[src/rtl/force_cache_readout_sequencer_if.sv]
// Bus between the force write-back sequencer, the force cache and the motion-update stage.
// Handshake: a force moves downstream in any cycle where out_force_valid && in_force_ready; the payload holds while valid is high and not yet accepted.
interface force_cache_readout_sequencer_if #(
  parameter int DATA_WIDTH        = 32,
  parameter int CELL_ADDR_WIDTH   = 9,
  parameter int PARTICLE_ID_WIDTH = 21
);
  logic                         in_start;
  logic [CELL_ADDR_WIDTH-1:0]   in_particle_num;
  logic                         out_read_data_request;
  logic [CELL_ADDR_WIDTH-1:0]   out_cache_read_address;
  logic [3*DATA_WIDTH-1:0]      in_partial_force;
  logic                         in_cache_readout_valid;
  logic                         out_force_valid;
  logic [PARTICLE_ID_WIDTH-1:0] out_particle_id;
  logic [3*DATA_WIDTH-1:0]      out_force;
  logic                         in_force_ready;
  logic                         out_busy;
  logic                         out_done;
  logic                         out_error;
  logic [2:0]                   dbg_state;

  modport master (
    input  in_start, in_particle_num, in_partial_force, in_cache_readout_valid, in_force_ready,
    output out_read_data_request, out_cache_read_address, out_force_valid, out_particle_id,
    output out_force, out_busy, out_done, out_error, dbg_state
  );

  modport slave (
    output in_start, in_particle_num, in_partial_force, in_cache_readout_valid, in_force_ready,
    input  out_read_data_request, out_cache_read_address, out_force_valid, out_particle_id,
    input  out_force, out_busy, out_done, out_error, dbg_state
  );
endinterface

[src/rtl/force_cache_readout_sequencer.sv]
// End-of-iteration force cache readout: drain wait, credit-gated address sweep 1..N,
// ID tagging of returned forces and a first-word fall-through output FIFO.
module force_cache_readout_sequencer #(
  parameter int DATA_WIDTH        = 32,
  parameter int CELL_X            = 2,
  parameter int CELL_Y            = 2,
  parameter int CELL_Z            = 2,
  parameter int CELL_ID_WIDTH     = 4,
  parameter int CELL_ADDR_WIDTH   = 9,
  parameter int PARTICLE_ID_WIDTH = 3*CELL_ID_WIDTH+CELL_ADDR_WIDTH,
  parameter int DRAIN_CYCLES      = 16,
  parameter int READ_LATENCY      = 3,
  parameter int OUT_FIFO_DEPTH    = 4
) (
  input  logic clk,
  input  logic rst,
  force_cache_readout_sequencer_if.master bus
);

  localparam logic [2:0] S_IDLE  = 3'd0;
  localparam logic [2:0] S_DRAIN = 3'd1;
  localparam logic [2:0] S_READ  = 3'd2;
  localparam logic [2:0] S_FLUSH = 3'd3;
  localparam logic [2:0] S_DONE  = 3'd4;

  localparam int AW      = CELL_ADDR_WIDTH;
  localparam int FW      = 3*DATA_WIDTH;
  localparam int ENTRY_W = PARTICLE_ID_WIDTH + FW;
  localparam int PTR_W   = (OUT_FIFO_DEPTH > 1) ? $clog2(OUT_FIFO_DEPTH) : 1;
  localparam int CNT_W   = PTR_W + 2;
  localparam int DRN_W   = $clog2(DRAIN_CYCLES + 1) + 1;
  localparam int IGN_W   = $clog2(READ_LATENCY + 1) + 1;

  localparam logic [CNT_W-1:0]         DEPTH_C    = CNT_W'(OUT_FIFO_DEPTH);
  localparam logic [DRN_W-1:0]         DRAIN_LAST = DRN_W'(DRAIN_CYCLES - 1);
  localparam logic [DRN_W-1:0]         DRAIN_ONE  = DRN_W'(1);
  localparam logic [IGN_W-1:0]         IGN_INIT   = IGN_W'(READ_LATENCY);
  localparam logic [AW-1:0]            ADDR_ONE   = AW'(1);
  localparam logic [CELL_ID_WIDTH-1:0] CX         = CELL_ID_WIDTH'(CELL_X);
  localparam logic [CELL_ID_WIDTH-1:0] CY         = CELL_ID_WIDTH'(CELL_Y);
  localparam logic [CELL_ID_WIDTH-1:0] CZ         = CELL_ID_WIDTH'(CELL_Z);

  logic [2:0]       state_q, state_d;
  logic [AW-1:0]    n_q, n_d;
  logic [AW-1:0]    addr_q, addr_d;
  logic [DRN_W-1:0] drain_q, drain_d;
  logic [CNT_W-1:0] inflight_q, inflight_d;
  logic [IGN_W-1:0] ignore_q, ignore_d;
  logic             error_q, error_d;

  logic [AW-1:0]    pipe_addr_q [READ_LATENCY];

  logic [ENTRY_W-1:0] mem_q [OUT_FIFO_DEPTH];
  logic [PTR_W-1:0]   wr_ptr_q, rd_ptr_q;
  logic [CNT_W-1:0]   count_q;

  logic               fifo_valid;
  logic               pop;
  logic               credit_ok;
  logic               req;
  logic               ret_live;
  logic               push;
  logic [ENTRY_W-1:0] push_entry;
  logic [ENTRY_W-1:0] head;

  assign fifo_valid = (count_q != '0);
  assign pop        = fifo_valid && bus.in_force_ready;
  // An entry leaving this cycle frees its slot before the new read can return.
  assign credit_ok  = (count_q + inflight_q) < (DEPTH_C + CNT_W'(pop));
  assign req        = (state_q == S_READ) && credit_ok;

  // Returns arriving right after reset belong to an aborted sweep and are discarded.
  assign ret_live   = bus.in_cache_readout_valid && (ignore_q == '0);
  assign push       = ret_live && (inflight_q != '0);
  assign push_entry = {CX, CY, CZ, pipe_addr_q[READ_LATENCY-1], bus.in_partial_force};

  always_comb begin
    state_d = state_q;
    n_d     = n_q;
    addr_d  = addr_q;
    drain_d = drain_q;
    case (state_q)
      S_IDLE: begin
        if (bus.in_start) begin
          n_d     = bus.in_particle_num;
          drain_d = DRAIN_ONE;
          state_d = (bus.in_particle_num == '0) ? S_DONE : S_DRAIN;
        end
      end
      S_DRAIN: begin
        if (drain_q >= DRAIN_LAST) begin
          state_d = S_READ;
          addr_d  = ADDR_ONE;
        end else begin
          drain_d = drain_q + DRAIN_ONE;
        end
      end
      S_READ: begin
        if (req) begin
          if (addr_q == n_q) state_d = S_FLUSH;
          else               addr_d  = addr_q + ADDR_ONE;
        end
      end
      S_FLUSH: begin
        if ((inflight_q == '0) && !fifo_valid) state_d = S_DONE;
      end
      S_DONE:  state_d = S_IDLE;
      default: state_d = S_IDLE;
    endcase
  end

  always_comb begin
    inflight_d = inflight_q;
    case ({req, push})
      2'b10:   inflight_d = inflight_q + CNT_W'(1);
      2'b01:   inflight_d = inflight_q - CNT_W'(1);
      default: inflight_d = inflight_q;
    endcase
    ignore_d = (ignore_q != '0) ? ignore_q - IGN_W'(1) : ignore_q;
    error_d  = error_q || (ret_live && (inflight_q == '0));
  end

  always_ff @(posedge clk) begin
    if (rst) begin
      state_q    <= S_IDLE;
      n_q        <= '0;
      addr_q     <= '0;
      drain_q    <= '0;
      inflight_q <= '0;
      ignore_q   <= IGN_INIT;
      error_q    <= 1'b0;
      wr_ptr_q   <= '0;
      rd_ptr_q   <= '0;
      count_q    <= '0;
      for (int i = 0; i < READ_LATENCY; i++) pipe_addr_q[i] <= '0;
    end else begin
      state_q    <= state_d;
      n_q        <= n_d;
      addr_q     <= addr_d;
      drain_q    <= drain_d;
      inflight_q <= inflight_d;
      ignore_q   <= ignore_d;
      error_q    <= error_d;
      if (push) wr_ptr_q <= wr_ptr_q + PTR_W'(1);
      if (pop)  rd_ptr_q <= rd_ptr_q + PTR_W'(1);
      count_q    <= count_q + CNT_W'(push) - CNT_W'(pop);
      pipe_addr_q[0] <= addr_q;
      for (int i = 1; i < READ_LATENCY; i++) pipe_addr_q[i] <= pipe_addr_q[i-1];
    end
  end

  always_ff @(posedge clk) begin
    if (push) mem_q[wr_ptr_q] <= push_entry;
  end

  assign head = mem_q[rd_ptr_q];

  assign bus.out_read_data_request  = req;
  assign bus.out_cache_read_address = req ? addr_q : '0;
  assign bus.out_force_valid        = fifo_valid;
  assign bus.out_particle_id        = fifo_valid ? head[ENTRY_W-1 -: PARTICLE_ID_WIDTH] : '0;
  assign bus.out_force              = fifo_valid ? head[FW-1:0] : '0;
  assign bus.out_busy               = (state_q != S_IDLE);
  assign bus.out_done               = (state_q == S_DONE);
  assign bus.out_error              = error_q;
  assign bus.dbg_state              = state_q;

endmodule
[src/flat_wrapper.sv]
// flat-port wrapper written by rule: the top's interface ports become plain ports
module force_cache_readout_sequencer_flat 
#(
  parameter int DATA_WIDTH        = 32,
  parameter int CELL_X            = 2,
  parameter int CELL_Y            = 2,
  parameter int CELL_Z            = 2,
  parameter int CELL_ID_WIDTH     = 4,
  parameter int CELL_ADDR_WIDTH   = 9,
  parameter int PARTICLE_ID_WIDTH = 3*CELL_ID_WIDTH+CELL_ADDR_WIDTH,
  parameter int DRAIN_CYCLES      = 16,
  parameter int READ_LATENCY      = 3,
  parameter int OUT_FIFO_DEPTH    = 4
)
  (clk, rst, bus_in_start, bus_in_particle_num, bus_in_partial_force, bus_in_cache_readout_valid, bus_in_force_ready, bus_out_read_data_request, bus_out_cache_read_address, bus_out_force_valid, bus_out_particle_id, bus_out_force, bus_out_busy, bus_out_done, bus_out_error, bus_dbg_state);
  force_cache_readout_sequencer_if #(.DATA_WIDTH(DATA_WIDTH), .CELL_ADDR_WIDTH(CELL_ADDR_WIDTH), .PARTICLE_ID_WIDTH(PARTICLE_ID_WIDTH)) bus_i ();
  input  logic clk;
  input  logic rst;
  input wire logic [$bits(bus_i.in_start)-1:0] bus_in_start;
  input wire logic [$bits(bus_i.in_particle_num)-1:0] bus_in_particle_num;
  input wire logic [$bits(bus_i.in_partial_force)-1:0] bus_in_partial_force;
  input wire logic [$bits(bus_i.in_cache_readout_valid)-1:0] bus_in_cache_readout_valid;
  input wire logic [$bits(bus_i.in_force_ready)-1:0] bus_in_force_ready;
  output wire logic [$bits(bus_i.out_read_data_request)-1:0] bus_out_read_data_request;
  output wire logic [$bits(bus_i.out_cache_read_address)-1:0] bus_out_cache_read_address;
  output wire logic [$bits(bus_i.out_force_valid)-1:0] bus_out_force_valid;
  output wire logic [$bits(bus_i.out_particle_id)-1:0] bus_out_particle_id;
  output wire logic [$bits(bus_i.out_force)-1:0] bus_out_force;
  output wire logic [$bits(bus_i.out_busy)-1:0] bus_out_busy;
  output wire logic [$bits(bus_i.out_done)-1:0] bus_out_done;
  output wire logic [$bits(bus_i.out_error)-1:0] bus_out_error;
  output wire logic [$bits(bus_i.dbg_state)-1:0] bus_dbg_state;
  assign bus_i.in_start = bus_in_start;
  assign bus_i.in_particle_num = bus_in_particle_num;
  assign bus_i.in_partial_force = bus_in_partial_force;
  assign bus_i.in_cache_readout_valid = bus_in_cache_readout_valid;
  assign bus_i.in_force_ready = bus_in_force_ready;
  assign bus_out_read_data_request = bus_i.out_read_data_request;
  assign bus_out_cache_read_address = bus_i.out_cache_read_address;
  assign bus_out_force_valid = bus_i.out_force_valid;
  assign bus_out_particle_id = bus_i.out_particle_id;
  assign bus_out_force = bus_i.out_force;
  assign bus_out_busy = bus_i.out_busy;
  assign bus_out_done = bus_i.out_done;
  assign bus_out_error = bus_i.out_error;
  assign bus_dbg_state = bus_i.dbg_state;
  force_cache_readout_sequencer #(.DATA_WIDTH(DATA_WIDTH), .CELL_X(CELL_X), .CELL_Y(CELL_Y), .CELL_Z(CELL_Z), .CELL_ID_WIDTH(CELL_ID_WIDTH), .CELL_ADDR_WIDTH(CELL_ADDR_WIDTH), .PARTICLE_ID_WIDTH(PARTICLE_ID_WIDTH), .DRAIN_CYCLES(DRAIN_CYCLES), .READ_LATENCY(READ_LATENCY), .OUT_FIFO_DEPTH(OUT_FIFO_DEPTH)) u_core (.clk(clk), .rst(rst), .bus(bus_i));
endmodule
[config.mk]
export PLATFORM = sky130hd
export DESIGN_NAME = force_cache_readout_sequencer_flat
export DESIGN_NICKNAME = d
export VERILOG_FILES = /design/src/rtl/force_cache_readout_sequencer_if.sv /design/src/rtl/force_cache_readout_sequencer.sv /design/src/flat_wrapper.sv
export SDC_FILE = /design/constraint.sdc
export NUM_CORES = 1
export LEC_CHECK = 0
export BUFFER_PORTS_ARGS = -buffer_cell sky130_fd_sc_hd__buf_2
export CORE_MARGIN = 4
export CORE_UTILIZATION = 30
export DETAILED_ROUTE_END_ITERATION = 6
export GPL_TIMING_DRIVEN = 0
export PLACE_DENSITY = 0.52
export SETUP_SLACK_MARGIN = 0.02
export SLEW_MARGIN = 20
export SYNTH_ARGS = -nofsm -noshare
export SYNTH_HDL_FRONTEND = slang
export SYNTH_SLANG_ARGS = --single-unit
[constraint.sdc]
create_clock -name clk -period 7.1 [get_ports clk]
set_clock_uncertainty 0.2 [all_clocks]
set_input_delay 0.355 -clock clk [delete_from_list [all_inputs] [get_ports clk]]
set_output_delay 0.355 -clock clk [all_outputs]
set_load 0.01 [all_outputs]
==> Word level (Yosys, flattened, before mapping) <==
Memory sizes are Yosys's and may differ from the RTL's. A register that Yosys moved wholly into a read port is not among the register bits.
Index checks and enable logic that the tools add are counted.
{ "word_totals": {"n_memories": 2, "ff_bits": 43, "ram_bits": 447} }
{ "classes": {"n_mux": 28, "bitwise": 3, "magnitude_cmp": 2, "eq_ne": 14, "reduce_logical": 23, "addsub": 11} }
{ "memory_table": {"columns": ["memory", "depth", "word_bits", "rd", "rd_clocked_by_memory_dff", "wr", "line", "text"], "rows": [
  ["u_core.mem_q", 4, 105, 1, 1, 1, "force_cache_readout_sequencer.sv:53", "logic [ENTRY_W-1:0] mem_q [OUT_FIFO_DEPTH];"],
  ["u_core.pipe_addr_q", 3, 9, 3, 0, 3, "force_cache_readout_sequencer.sv:51", "logic [AW-1:0] pipe_addr_q [READ_LATENCY];"]
]} }
{ "ops": {"columns": ["operator", "n"], "rows": [
  ["2-to-1 mux 96 bit", 1],
  ["2-to-1 mux 9 bit", 7],
  ["2-to-1 mux 21 bit", 1],
  ["2-to-1 mux 3 bit", 6],
  ["case mux 9 bit (2 select lines)", 1],
  ["2-to-1 mux 6 bit", 2],
  ["case mux 3 bit (4 select lines)", 1],
  ["case mux 6 bit (2 select lines)", 1],
  ["adder 9 x 1 -> 9 bit, second input constant", 1],
  ["equality test 9 bit", 1],
  ["logical NOT 9 bit", 1],
  ["inequality test 2 bit, second input constant", 4],
  ["case mux 4 bit (2 select lines)", 1],
  ["nonzero test 4 bit", 2],
  ["adder 6 x 1 -> 6 bit, second input constant", 1],
  ["equality test 3 x 2 -> 1 bit, second input constant", 2],
  ["greater-or-equal comparator 6 x 4 -> 1 bit, second input constant", 1],
  ["logical AND 1 bit", 6],
  ["logical NOT 3 bit", 2],
  ["inequality test 2 x 1 -> 1 bit, second input constant", 3],
  ["nonzero test 2 bit", 3],
  ["nonzero test 3 bit", 2],
  ["2-to-1 mux 1 bit", 5],
  ["AND reduction 5 bit", 1],
  ["other kinds (21)", 25]
]} }

==> Longest topological paths before layout <==
{ "logic_depth": {"word_depth": 7, "depth_mapped": 14, "mapped_depth_nobuf": 14} }

==> Worst setup path before layout <==
No wires, ideal clock.
{ "synth_timing": {"path_kind": "reg-to-reg", "from": "register u_core.ignore_q[0]", "to": "memory u_core.mem_q[0][0] (netlist name) (enable)", "arrival_ps": 3731, "path_stages_with_launch": 7, "path_slack_ps": 2694, "setup_ps": 476, "period_less_slack_ps": 4406, "cell_sequence": "dfxtp_1 -> inv_1 -> ha_1 -> nor2b_1 -> nand2_1 -> nor2_1 -> and2_1"} }
{ "synth_between": {"elab_chain_cells": 5} }
{ "synth_rtl": {"columns": ["element", "line", "text"], "rows": [
  ["from (decl)", "force_cache_readout_sequencer.sv:48", "logic [IGN_W-1:0] ignore_q, ignore_d;"],
  ["from (signal assigned)", "force_cache_readout_sequencer.sv:142", "ignore_q <= ignore_d;"],
  ["logical NOT 3 bit", "force_cache_readout_sequencer.sv:73", "assign ret_live = bus.in_cache_readout_valid && (ignore_q == '0);"],
  ["logical AND 1 bit", "force_cache_readout_sequencer.sv:73", null],
  ["logical AND 1 bit", "force_cache_readout_sequencer.sv:74", "assign push = ret_live && (inflight_q != '0);"],
  ["named net u_core.push", "force_cache_readout_sequencer.sv:62", "logic push;"],
  ["2-to-1 mux 1 bit", "force_cache_readout_sequencer.sv:153", "if (push) mem_q[wr_ptr_q] <= push_entry;"],
  ["2-to-1 mux 1 bit (implied by the code)", "force_cache_readout_sequencer.sv:153", null],
  ["to (decl)", "force_cache_readout_sequencer.sv:53", null]
]} }
The timed path passes the listed nets, and every way through them passes these cells.

==> qor.yml <==
routing:
  wl_um: 43600
  via_per_inst: 4.43
  via_count: 10300
  dr.pass1.iters: 5
  route.detailed.drc: 0
  ant_nets: 0
  drt_iter0_markers: 593
  avgRoutedWirePerCell_um: 18.7
power:
  power_density_nw_per_um2: 333
  ir_worst_vdd_uv: 268
  p_leak_uw: 0.00843
  finalPower_uw: 8100
synth:
  synth_top_area_cell: "edfxtp_1"
  synth_cell_types: 49
  ys.flop_type: "edfxtp_1"
  synth_edf_count: 420
  seq_area_frac_synth_pct: 73.8
  yosys_warnings: 0
  syn-mean-instance-area_um2: 18.6
  synth_mux_area_share_pct: 12.6
  synth-compound-area-share_pct: 1.57
  syn_inst: 1026
  ys_seq_elements: 492
  yosys.area.top_type_share_pct: 66.2
  syn_area_um2: 19100
  synth_top_family_by_area: "multiplexers"
  synthArstFlopShare_pct: 0
  synthAdderAreaFrac_pct: 1.46
  synth_area_leaders: "edfxtp_1 66%, mux4_2 12%, dfxtp_1 7.6%"
  synth-xor-area-share_pct: 1.06
  yosys.area_share.simple_pct: 7.65
grt:
  grt_usage_pct: 12.8
  grt_max_degree: 41
  antenna_found_initial: 2
  grt_first_pass_wirelength_um: 66900
  overflow: 0
  grt_pass1_vias: 11100
floorplanning:
  die_y_um: 260
  io_pins: 244
  fp.dieW_um: 260
  fp.dieArea_um2: 67600
  coreArea_um2: 63000
  fp-row-count: 92
  initial_core_util_pct: 30.3
final_layout:
  fin_nets: 1572
  fill_cells: 5872
  layout-drive-gt1-share_pct: 30.9
  fin_util_pct: 38.6
  area_growth_pct: 27.7
placed_design:
  post-place-ws_ns: 3.25
  dpl.hpwl_um: 27400
  port_buffers: 234
  gp_congestion: 0.746
timing:
  setup_viol: 0
  clock.fmax_mhz: 248
  tightest_slew_ns: 0.959
  final_hold_viol_count: 0
  slew_headroom_pct: 36.1
  drv_slew: 0
  fin_crit_sh_pct: 56.7
  fin_crit_ns: 4.03
  worst_slack_ns: 3.07
  rsz0062_at_grt: "false"
clock_network:
  clockRootBuffer: "clkbuf_16"
  cts_tree: "built"
  clk_pin_slew_worst_paths_ns: 0.06
  clock_latency_ns: 0.58
  htree_levels: 2
  clockBufferDepth: 3
  cts.sinks: 492
  numCtsBuffers: 54
critical_path:
  cp_slowest_stage_delay_ns: 0.77
  cp.required_ns: 6.55
  critPathKind: "flop to output port"
  end_kind: "output port"
  critical_path_peak_fanout: 10
  cp.arrival_ns: 3.47
  worstSetupStartpointType: "flop"
  crit_chain: "clkbuf_1, clkbuf_1, buf_2, mux4_2, and2_1, buf_2"
  cp_slowest_cell: "clkbuf_1"
hold_path:
  hold_path.class: "input port to flop"
outcome:
  outcome: "finished clean"
flow_run:
  cap_violations: 0
==> Yosys cell counts (14+ instances only) <==
| cell | number |
|---|---|
| xor2_1 | 15 |
| nand2_1 | 32 |
| nor2b_1 | 28 |
| and2_1 | 119 |
| edfxtp_1 | 420 |
| ha_1 | 19 |
| mux4_2 | 105 |
| nor2_1 | 26 |
| a21oi_1 | 25 |
| clkbuf_1 | 33 |
| dfxtp_1 | 72 |
| inv_1 | 14 |
==> timing repair <==
action,in CTS,in global routing
endpoints found under the hold margin,394,0
hold buffers,109,0
gates resized for setup,0,0
setup buffers,0,0
==> power breakdown <==
group	internal [µW]	total (µW)	switching, µW
clock network	1590	2690	1100
logic	1030	2230	1200
registers	3160	3180	20.2
==> final timing paths <==
kind | startpoint | endpoint | slack (ns) | cells past startpoint
setup / recovery | flop | bus_out_particle_id[5] | 3.07 | 6
hold / removal | bus_in_start | u_core.drain_q[1]$_SDFFE_PP0P_ | 0.07 | 5
setup reg to reg | u_core.inflight_q[0]$_SDFFE_PP0P_ | u_core.inflight_q[2]$_SDFFE_PP0P_ | 3.26 | 13
hold reg to reg | u_core.pipe_addr_q[0][10]$_SDFF_PP0_ | u_core.pipe_addr_q[0][19]$_SDFF_PP0_ | 0.23 | 1
==> cells by family (layout without fill, tap and decap cells) <==
kind of cell | count (synthesis) | after routing
buffers and inverters | 78 | 524
other | 1 | 10
AND/OR/NAND/NOR | 253 | 253
adder cells (fa/ha/maj) | 21 | 21
XOR/XNOR | 23 | 23
flip-flops | 492 | 492
multiplexers | 109 | 109
AO/OA/AOI/OAI | 49 | 49
==> placed cells by master (no fill, tap or decap), drive strengths merged, types with 26 or more instances in the layout <==
master       count
nor2            26
nand2           32
and2           119
buf            270
clkbuf         102
mux4           105
dfxtp           72
a21oi           26
edfxtp         420
dlygate4sd3    109
nor2b           28
==> area by class of cell <==
class | instances | area [µm²] | share of cell area [%]
sequential | 492 | 14100 | 57.8
multi-input combinational | 464 | 4690 | 19.3
timing repair buffer | 351 | 2470 | 10.2
clock buffer | 69 | 1420 | 5.83
tap | 846 | 1060 | 4.35
buffer | 61 | 289 | 1.19
clock inverter | 26 | 279 | 1.15
inverter | 17 | 65.1 | 0.267
antenna | 1 | 2.50 | 0.0103
==> layer usage <==
metal  GRT usage (%)  wire (µm)
met1            17.4      19600
met2            21.2      20700
met3            2.96       2490
met4            2.85        754
met5               0         13
==> sequential cells by signal, indices dropped and copies added, names as in the netlist, named ones only <==
signal / flops
u_core.rd_ptr_q: 2
u_core.n_q: 9
u_core.count_q: 4
u_core.addr_q: 9
u_core.inflight_q: 4
u_core.ignore_q: 3
u_core.pipe_addr_q: 27
u_core.wr_ptr_q: 2
u_core.bus.dbg_state: 3
u_core.mem_q: 420
u_core.bus.out_error: 1
u_core.drain_q: 6
==> critical path: cells and delay by family (launching register included) <==
kind                   cells  cell delay (ns)
flip-flops                 1             0.30
buffers and inverters      4             1.83
AND/OR/NAND/NOR            1             0.17
multiplexers               1             0.57
==> through the flow <==
stage / instances / setup TNS, ns / instance area [µm²] / hold slack, ns
floorplan: 1034 / 0 / 19100 / 0.214
global placement: 2114 / -94.46 / 21300 / 0.216
detailed placement: 2122 / 0 / 21500 / 0.220
CTS: 2326 / 0 / 24300 / 0.0176
global route: 2327 / 0 / 24300 / 0.0752
finish: 2327 / 0 / 24300 / 0.0700
No activity file was read; power rests on OpenSTA's default activity.
